**src/rtl/stopw_pkg.sv**
```systemverilog
// stopw_pkg: shared types and constants for the stopwatch control block.
//   state_t : run/stop/lap FSM states
//   NDIG    : number of displayed decades
//   DW      : BCD digit width
//   ANODE   : active-low anode pattern per scan index
package stopw_pkg;
    typedef enum logic [1:0] {IDLE, RUN, STOP, LAP} state_t;
    localparam int NDIG = 4;
    localparam int DW = 4;
    localparam logic [NDIG-1:0][NDIG-1:0] ANODE = {4'b0111, 4'b1011, 4'b1101, 4'b1110};
endpackage

```
**src/rtl/btn_debounce.sv**
```systemverilog
// btn_debounce: 2-FF synchronizer, Tick-gated stability filter and rising-edge pulse.
//   Clk  in  system clock
//   RES  in  asynchronous active-low reset
//   Tick in  sampling strobe for the stability count
//   Btn  in  raw asynchronous button level
//   Ev   out one-Clk pulse when the filtered level rises
module btn_debounce #(
    parameter int DEB_TICKS = 4
) (
    input  logic Clk,
    input  logic RES,
    input  logic Tick,
    input  logic Btn,
    output logic Ev
);
    logic [1:0] sync;
    logic [3:0] cnt;
    logic       lvl;
    logic       flip;
    // The level is accepted on the Tick that completes DEB_TICKS consecutive disagreements.
    assign flip = Tick && (sync[1] != lvl) && (cnt == 4'(DEB_TICKS - 1));
    always_ff @(posedge Clk or negedge RES) begin
        if (!RES) begin
            sync <= '0;
            cnt  <= '0;
            lvl  <= 1'b0;
            Ev   <= 1'b0;
        end else begin
            sync <= {sync[0], Btn};
            Ev   <= flip && sync[1];
            if (flip) begin
                lvl <= sync[1];
                cnt <= '0;
            end else if (Tick) begin
                cnt <= (sync[1] != lvl) ? cnt + 4'd1 : 4'd0;
            end
        end
    end
endmodule

```
**src/rtl/stopw_ctrl.sv**
```systemverilog
// stopw_ctrl: run/stop/lap control FSM, lap freeze register and 4-digit display scan.
//   Clk, RES      clock and asynchronous active-low reset
//   Tick          200 Hz strobe for debounce and scan
//   BtnSS, BtnLR  raw start/stop and lap/reset buttons
//   Seg1..Seg4    live BCD decade values, Seg1 least significant
//   CntEN, CntRES count enable and one-cycle synchronous clear to the decades
//   Digit, SEG    scanned BCD digit and one-hot active-low anode select
//   LapLED        high while the display is frozen
module stopw_ctrl
    import stopw_pkg::*;
#(
    parameter int DEB_TICKS = 4
) (
    input  logic            Clk,
    input  logic            RES,
    input  logic            Tick,
    input  logic            BtnSS,
    input  logic            BtnLR,
    input  logic [DW-1:0]   Seg1,
    input  logic [DW-1:0]   Seg2,
    input  logic [DW-1:0]   Seg3,
    input  logic [DW-1:0]   Seg4,
    output logic            CntEN,
    output logic            CntRES,
    output logic [DW-1:0]   Digit,
    output logic [NDIG-1:0] SEG,
    output logic            LapLED
);
    state_t                     state, nxt;
    logic                       ev_ss, ev_lr, clr;
    logic [1:0]                 idx;
    logic [NDIG-1:0][DW-1:0]    live, lap, src;

    btn_debounce #(.DEB_TICKS(DEB_TICKS)) u_ss (.Clk(Clk), .RES(RES), .Tick(Tick), .Btn(BtnSS), .Ev(ev_ss));
    btn_debounce #(.DEB_TICKS(DEB_TICKS)) u_lr (.Clk(Clk), .RES(RES), .Tick(Tick), .Btn(BtnLR), .Ev(ev_lr));

    assign live = {Seg4, Seg3, Seg2, Seg1};
    assign src  = (state == LAP) ? lap : live;

    always_ff @(posedge Clk or negedge RES) begin
        if (!RES) state <= IDLE;
        else      state <= nxt;
    end

    // evSS wins; evLR is ignored in a cycle where both arrive.
    always_comb begin
        nxt    = state;
        clr    = 1'b0;
        CntEN  = (state == RUN) || (state == LAP);
        LapLED = (state == LAP);
        if (ev_ss) begin
            nxt = (state == RUN || state == LAP) ? STOP : RUN;
        end else if (ev_lr) begin
            nxt = (state == RUN) ? LAP : (state == LAP) ? RUN : IDLE;
            clr = (state == IDLE) || (state == STOP);
        end
    end

    // SEG/Digit are loaded from the current idx while idx advances, so the
    // outputs trail the index by one Tick and start at digit 0.
    always_ff @(posedge Clk or negedge RES) begin
        if (!RES) begin
            CntRES <= 1'b1;
            lap    <= '0;
            idx    <= '0;
            SEG    <= ANODE[0];
            Digit  <= '0;
        end else begin
            CntRES <= clr;
            if (state == RUN && ev_lr && !ev_ss) lap <= live;
            if (Tick) begin
                idx   <= idx + 2'd1;
                SEG   <= ANODE[idx];
                Digit <= src[idx];
            end
        end
    end
endmodule

```
**config.mk**
```make
export PLATFORM = sky130hd
export DESIGN_NAME = stopw_ctrl
export DESIGN_NICKNAME = d
export VERILOG_FILES = /design/src/rtl/stopw_pkg.sv /design/src/rtl/btn_debounce.sv /design/src/rtl/stopw_ctrl.sv
export SDC_FILE = /design/constraint.sdc
export NUM_CORES = 1
export LEC_CHECK = 0
export CORE_ASPECT_RATIO = 1.2
export CORE_UTILIZATION = 57
export CTS_CLUSTER_DIAMETER = 80
export DETAILED_ROUTE_END_ITERATION = 7
export PLACE_DENSITY = 0.85
export SYNTH_ARGS = -nofsm -noshare
export SYNTH_HDL_FRONTEND = slang
export SYNTH_SLANG_ARGS = --single-unit
```
**constraint.sdc**
```tcl
create_clock -name Clk -period 3.8 [get_ports Clk]
set_input_delay 0.76 -clock Clk [delete_from_list [all_inputs] [get_ports Clk]]
set_output_delay 0.76 -clock Clk [all_outputs]
set_load 0.1 [all_outputs]
```
==> results of run 1 <==
layout make-up:
| type | count | area [µm²] | area share (%) |
|---|---|---|---|
| flip-flops and latches | 45 | 1130 | 44.8 |
| multi-input cells | 112 | 902 | 35.8 |
| repair buffers | 32 | 310 | 12.3 |
| clock buffers | 8 | 90.1 | 3.57 |
| inverters | 10 | 42.5 | 1.69 |
| well taps | 37 | 46.3 | 1.84 |
layer usage:
metal	vias to the layer above	track usage (%)	routed length, µm
li1	676	-	-
met1	680	26.9	1670
met2	36	40.7	2090
met3	10	5.60	204
met4	0	11.9	110
met5	-	0	0
cells by family after synthesis:
family	count (synthesis)	share of synthesized area [%]
AOI/OAI and AO/OA	31	11.3
xor gates and xnor gates	4	1.65
adders and majority gates	6	3.54
buffers and inverters	17	4.48
DFF	45	53.3
muxes	31	16.1
and+or+nand+nor	40	9.67
path summary, 6_finish.rpt:
check / start / to / cells after the start
hold / removal: u_lr.sync[0] / u_lr.sync[1] / 0
setup reg to reg: state[0] / Digit[2] / 5
max in group asynchronous: RES / u_ss.cnt[0] / 1
min in group asynchronous: RES / lap[13] / 1
hold reg to reg: u_lr.sync[0] / u_lr.sync[1] / 0
setup / recovery: state[0] / CntEN / 1
metrics by stage:
stage	hold slack [ns]	setup slack, ns
after floorplan	0.331	1.76
after global placement	0.333	1.34
after detailed placement	0.336	1.16
after CTS	0.360	1.05
after global routing	0.376	1.01
final	0.360	1.07
power by group through the flow:
stage          combinational (µW)  sequential, µW  clock [µW]
3_5_place_dp                  783             739           0
3_3_place_gp                  759             723           0
5_1_grt                       836             748         329
6_report                      781             730         303
2_1_floorplan                 342             979           0
4_1_cts                       787             731         311
cells in the final DEF, fill, tap and decap left out:
cell type and count:
clkbuf_1 2, o31ai_2 1, a21o_1 2, o31ai_1 2, dfstp_2 4, a211o_1 2
xnor2_1 2, clkbuf_8 6, nor3b_1 3, nand2b_1 1, o21ai_0 9, dfrtp_1 41
o41ai_2 1, nor4b_1 2, nor2b_1 3, xor2_1 2, a211oi_1 1, ha_1 6
o22ai_1 3, nand2_4 1, o2bb2ai_1 5, and3_1 4, mux2i_1 6, nor4bb_2 1
nor2_1 4, inv_1 9, a32o_1 3, inv_6 1, buf_4 2, a2bb2oi_1 2
mux2_2 25, buf_2 1, nand2_1 21, clkdlybuf4s50_1 29
synthesized netlist by cell type, drive strengths merged (4+ instances only):
| master | n | area share, % |
|---|---|---|
| mux2 | 25 | 13 |
| o21ai | 9 | 2.1 |
| nand2 | 22 | 4.2 |
| o2bb2ai | 5 | 2.1 |
| ha | 6 | 3.5 |
| mux2i | 6 | 2.8 |
| dfrtp | 41 | 48 |
| and3 | 4 | 1.2 |
| nor2 | 4 | 0.71 |
| inv | 10 | 2.0 |
| dfstp | 4 | 5.0 |
flip-flops by register name, indices dropped and copies added, names as in the netlist, 2 cells and up:
name / cells
Digit: 4
idx: 2
u_ss.cnt: 4
u_lr.cnt: 4
state: 2
u_ss.sync: 2
SEG: 4
lap: 16
u_lr.sync: 2
==> qor.yml, run 1 <==
critical_path:
  critPathMaxFanout: 7
  critical_path.top_delay_family: "buffers and inverters"
  cp-start-kind: "flop"
  slowest_delay_ns: 1.18
  critPathBufInv: 1
  crit_chain: "clkdlybuf4s50_1"
  reg2reg_setup_slack_ns: 2.21
  worstSetupEndpointType: "primary output"
  cp.required_ns: 3.04
  critPathKind: "reg2out"
  cp_slowest_cell: "clkdlybuf4s50_1"
  worstPathArrival_ns: 1.97
clocking:
  cts.clk_slew.worst_paths_ns: 0.08
  htree_num_levels: 2
  clk_latency_ns: 0.30
  clk_path_buf_depth: 2
  holdBufCountCts: 0
  cts_buffers: 5
  clock_sinks: 45
  root_buffer: "clkbuf_8"
  post_cts_buffers: 0
  cts_tree: "built"
  cts_resized: 0
synth:
  async_reset_ff_share_pct: 100
  syn_avg_cell_area_um2: 12.2
  ys.flop_type: "dfrtp_1"
  synth_cells: 174
  synth_fp_nets: 201
  synth_edf_count: 0
  syn_area_um2: 2120
  seq_area_frac_synth_pct: 53.3
  synth_cell_type_count: 34
  synth_seq_cells: 45
  yosys_warnings: 0
timing:
  period_share_pct: 71.8
  report.final.setup_viol: 0
  finalHoldViolations: 0
  fmax_ghz: 0.367
  slew_headroom_pct: 34.8
  tightest_slew_ns: 0.977
  final-max-slew-violation-count: 0
  clock_skew_ns: 0.00451
  tns_ns: 0
  rsz0062_at_grt: "false"
  min_period_ns: 2.73
place:
  numPlacedInstances: 236
  dpl_cell_area_um2: 2430
  dpl.hpwl_um: 2900
  gp_congestion: 0.771
  numPortBuffers: 31
power_and_ir_drop:
  p_per_area_nw_per_um2: 719
  ir_drop_v: 0.000351
  clkPwrFrac_pct: 16.7
  pwr-share-comb_pct: 43.1
  p_int_uw: 1030
  p_sw_uw: 786
  p_sw_share_pct: 43.3
  p_leak_uw: 0.00117
  seq_power_share_pct: 40.2
  power_uw: 1810
finish:
  final_area_um2: 2520
  utilization_pct: 73.0
  diodes: 0
  fillers: 242
  drive_gt1_share_pct: 20.8
  fin_nets: 233
  area_growth_pct: 18.9
  fin_cells: 244
detailed_routing:
  first_pass_iters: 8
  drc_errors: 2
  vias: 1402
  wl_per_cell_um: 16.7
  ant_nets: 0
  drt_iter0_drc: 95
  routed_wl_um: 4070
  avgViaCountPerCell: 5.75
die:
  die_h_um: 68.8
  core_um2: 3450
  io_pins: 32
  fp.dieW_um: 57.7
  die_area_um2: 3970
  std_cell_rows: 23
  start_util_pct: 61.4
grt:
  grt_overflow: 0
  grt_pass1_vias: 1418
  grt_pass1_wl_um: 6640
  grt_start_max_net_pins: 46
  antenna_found_initial: 0
  grt.total_usage_pct: 23.3
worst_hold_path:
  min_path_type: "reg2reg"
run_status:
  status: "finished, violations left"
  violations: "design-rule violations"
run:
  cap_violations: 0
No activity file was read; power rests on OpenSTA's default activity.
==> run 2, diff against run 1 <==
--- a/config.mk
+++ b/config.mk
@@ -6,10 +6,10 @@
 export NUM_CORES = 1
 export LEC_CHECK = 0
 export CORE_ASPECT_RATIO = 1.2
-export CORE_UTILIZATION = 57
+export CORE_UTILIZATION = 48
 export CTS_CLUSTER_DIAMETER = 80
 export DETAILED_ROUTE_END_ITERATION = 7
-export PLACE_DENSITY = 0.85
+export PLACE_DENSITY = 0.76
 export SYNTH_ARGS = -nofsm -noshare
 export SYNTH_HDL_FRONTEND = slang
 export SYNTH_SLANG_ARGS = --single-unit
==> constraint.sdc (replaced) <==
create_clock -name Clk -period 2.3 [get_ports Clk]
set_input_delay 0.46 -clock Clk [delete_from_list [all_inputs] [get_ports Clk]]
set_output_delay 0.46 -clock Clk [all_outputs]
set_load 0.1 [all_outputs]
==> qor.yml, run 2 (synthesized netlist as in run 1, its figures left out) <==
detailed_routing:
  ant_nets: 0
  avgViaCountPerCell: 5.45
  vias: 1445
  wl_per_cell_um: 14.9
  drt_iter0_drc: 93
  drc_errors: 0
  routed_wl_um: 3940
  first_pass_iters: 4
die:
  std_cell_rows: 26
  io_pins: 32
  start_util_pct: 49.8
  die_h_um: 74.8
  die_area_um2: 4690
  fp.dieW_um: 62.7
  core_um2: 4260
clocking:
  clk_path_buf_depth: 2
  root_buffer: "clkbuf_8"
  clock_sinks: 45
  htree_num_levels: 2
  clk_latency_ns: 0.29
  cts.clk_slew.worst_paths_ns: 0.08
  cts_resized: 0
  cts_buffers: 5
  cts_tree: "built"
  post_cts_buffers: 0
  holdBufCountCts: 0
power_and_ir_drop:
  p_per_area_nw_per_um2: 1150
  p_leak_uw: 0.00119
  ir_drop_v: 0.000585
finish:
  final_area_um2: 2540
  diodes: 0
  utilization_pct: 59.6
  largest_register: "lap"
  fin_cells: 265
  final_cell_mix: "dfrtp_1, mux2_2, nand2_1"
  fin_nets: 235
  drive_gt1_share_pct: 26.8
  area_growth_pct: 19.8
  layout_commonest_cell: "dfrtp_1"
  largest_register_ffs: 16
timing:
  report.final.setup_viol: 0
  min_period_ns: 1.76
  fmax_ghz: 0.568
  slew_headroom_pct: 73.5
  clock_skew_ns: 0.00779
  period_share_pct: 76.5
  tightest_slew_ns: 0.395
  tns_ns: 0
  finalHoldViolations: 0
  rsz0062_at_grt: "false"
  final-max-slew-violation-count: 0
worst_hold_path:
  min_path_type: "in2async"
place:
  dpl_cell_area_um2: 2460
  gp_congestion: 0.872
  dpl.hpwl_um: 2910
  numPortBuffers: 31
  numPlacedInstances: 257
grt:
  antenna_found_initial: 0
  grt_overflow: 0
  grt.total_usage_pct: 18.7
  grt_start_max_net_pins: 30
  grt_pass1_wl_um: 6600
  grt_pass1_vias: 1464
run:
  cap_violations: 0
critical_path:
  worstPathArrival_ns: 1.30
  worstSetupEndpointType: "primary output"
  cp-start-kind: "flop"
  rr_worst_depth: 5
  cp.required_ns: 1.84
  reg2reg_setup_slack_ns: 0.71
  critPathMaxFanout: 16
  critPathKind: "reg2out"
  r2r-start: "state[0]"
  reg2reg_to: "Digit[2]"
run_status:
  status: "finished clean"
==> run 2: where the power goes <==
part           internal (µW)  switching [µW]
registers               1020             181
logic                    408             856
clock network            211             253
total                   1640            1290
==> run 2: worst max-delay path, cell delays in order (launching register included) <==
cell	delay, ns
dfrtp_1	0.49
nand2_4	0.14
inv_6	0.17
buf_12	0.19
==> run 2: per-stage QoR <==
stage,total power [µW],hold WS (ns),setup WS (ns)
floorplan,2180,0.164,0.555
global placement,2450,0.333,0.404
detailed placement,2490,0.337,0.327
CTS,2960,0.0820,0.525
global route,3110,0.0827,0.460
finish,2930,0.0730,0.540
==> run 2: worst max path at each step <==
stage / start / slack (ns) / endpoint / depth (start not counted)
after floorplan: state[0] / 0.56 / CntEN / 1
after global placement: Tick / 0.40 / u_lr.cnt[3] / 5
after detailed placement: Tick / 0.33 / u_lr.cnt[3] / 5
after CTS: state[0] / 0.53 / LapLED / 3
after global routing: state[0] / 0.46 / LapLED / 3
final: state[0] / 0.54 / LapLED / 3
==> run 2: layout make-up <==
type                    instances  area, µm²
fillers                       365       1720
flip-flops and latches         45       1130
multi-input cells             112        902
repair buffers                 34        313
clock buffers                   6       72.6
well taps                      56       70.1
inverters                      10       42.5
clock inverters                 2       10.0
==> run 2: per-layer routing <==
| metal | share of wire [%] | GRT usage, % | up-vias |
|---|---|---|---|
| met2 | 53 | 34.4 | 32 |
| met4 | 2.3 | 9.56 | 0 |
| li1 | - | - | 682 |
| met1 | 40 | 20.4 | 722 |
| met3 | 3.9 | 4.55 | 9 |
| met5 | 0 | 0 | - |
==> run 3, diff against run 2 <==
==> constraint.sdc (replaced) <==
create_clock -name Clk -period 1.6 [get_ports Clk]
set_input_delay 0.32 -clock Clk [delete_from_list [all_inputs] [get_ports Clk]]
set_output_delay 0.32 -clock Clk [all_outputs]
set_load 0.1 [all_outputs]
==> qor.yml, run 3 (synthesized netlist as in run 1, its figures left out) <==
finish:
  diodes: 0
  final_cell_mix: "dfrtp_1, mux2_2, nand2_1"
  fin_cells: 268
  area_growth_pct: 29.2
  drive_gt1_share_pct: 28.8
  largest_register: "lap"
  largest_register_ffs: 16
  layout_commonest_cell: "dfrtp_1"
  final_area_um2: 2740
  fin_nets: 238
die:
  io_pins: 32
  std_cell_rows: 26
  core_um2: 4260
  fp.dieW_um: 62.7
  die_area_um2: 4690
  die_h_um: 74.8
  start_util_pct: 49.8
timing:
  finalHoldViolations: 0
  fmax_ghz: 0.640
  tightest_slew_ns: 0.383
  final-max-slew-violation-count: 0
  period_share_pct: 97.7
  slew_headroom_pct: 74.3
  report.final.setup_viol: 0
  tns_ns: 0
  clock_skew_ns: 0.0101
  min_period_ns: 1.56
grt:
  grt.total_usage_pct: 18.5
  grt_start_max_net_pins: 46
  grt_overflow: 0
  grt_pass1_wl_um: 6640
  antenna_found_initial: 0
  grt_pass1_vias: 1488
place:
  dpl_cell_area_um2: 2610
  numPortBuffers: 31
  gp_congestion: 0.831
  dpl.hpwl_um: 2960
  numPlacedInstances: 259
power_and_ir_drop:
  p_per_area_nw_per_um2: 1740
  p_leak_uw: 0.00126
  ir_drop_v: 0.000822
run_status:
  status: "finished clean"
critical_path:
  worstPathArrival_ns: 1.80
  cp-start-kind: "flop"
  critPathKind: "reg2reg"
  cp.required_ns: 1.83
  worstSetupEndpointType: "flop"
  critPathMaxFanout: 4
clocking:
  root_buffer: "clkbuf_8"
  htree_num_levels: 2
  holdBufCountCts: 0
  cts.clk_slew.worst_paths_ns: 0.08
  clk_latency_ns: 0.29
  cts_buffers: 5
  clk_path_buf_depth: 2
  clock_sinks: 45
  cts_tree: "built"
detailed_routing:
  avgViaCountPerCell: 5.47
  first_pass_iters: 4
  drc_errors: 0
  vias: 1465
  wl_per_cell_um: 15.0
  drt_iter0_drc: 71
  routed_wl_um: 4020
  ant_nets: 0
worst_hold_path:
  min_path_type: "in2async"
run:
  cap_violations: 0
[run 3: changes by cell type in the layout (fill, tap and decap cells not counted), sizes merged]
cell    previous run  this run
clkbuf             6         7
clkinv             2         0
bufinv             0         1
buf               15        18
[run 3: timing repair]
| item | in CTS | in global routing |
|---|---|---|
| setup buffers | 0 | 1 |
| gates resized for setup | 0 | 2 |
| endpoints found under the setup margin | 0 | 3 |
[run 3: metal layers]
metal / global-route usage [%] / vias up / share of wire, %
met2: 34.5 / 39 / 54
li1: - / 687 / -
met1: 20.0 / 730 / 40
met5: 0 / - / 0
met4: 8.27 / 0 / 1.7
met3: 4.70 / 9 / 3.9
[run 3: worst paths after layout]
check	startpoint	endpoint	slack, ns	cells after the start
worst max-delay path	u_ss.cnt[0]	u_ss.cnt[3]	0.04	5
worst min-delay path	RES	lap[14]	0.003	2
worst max register to register	u_ss.cnt[0]	u_ss.cnt[3]	0.04	5
worst min register to register	u_ss.sync[0]	u_ss.sync[1]	0.35	0
max in group asynchronous	RES	SEG[1]	1.33	2
min in group Clk	u_ss.sync[0]	u_ss.sync[1]	0.35	0
[run 3: through the flow]
stage	utilization, %	total power (µW)	hold WS (ns)	setup WS [ns]
after floorplan	-	3140	0.0244	0.106
after global routing	64.3	5010	0.0108	-0.0271
final	64.3	4780	0.00260	0.0368
after global placement	61.3	3840	0.315	-0.0114
after CTS	64.0	4800	0.0106	0.0192
after detailed placement	61.3	3930	0.324	-0.118
[run 3: worst max-delay path, cell delays in order, from the launching register on]
cell     delay, ns
dfrtp_1       0.39
ha_1          0.24
nor2b_1       0.15
a211o_1       0.35
o21ai_0       0.23
a21o_1        0.15
[run 3: report_power, final]
group          total, µW  leakage (µW)  internal (µW)  switching, µW
sequential          1770      0.000577           1470            296
combinational       2150      0.000629            874           1270
clock                863     0.0000585            509            354
[run 3: final cells by class]
type | count | area (µm²)
sequential | 45 | 1130
clock inverter | 1 | 30.0
timing repair buffer | 37 | 473
tap | 56 | 70.1
inverter | 10 | 42.5
fill | 322 | 1520
clock buffer | 7 | 86.3
multi-input combinational | 112 | 907
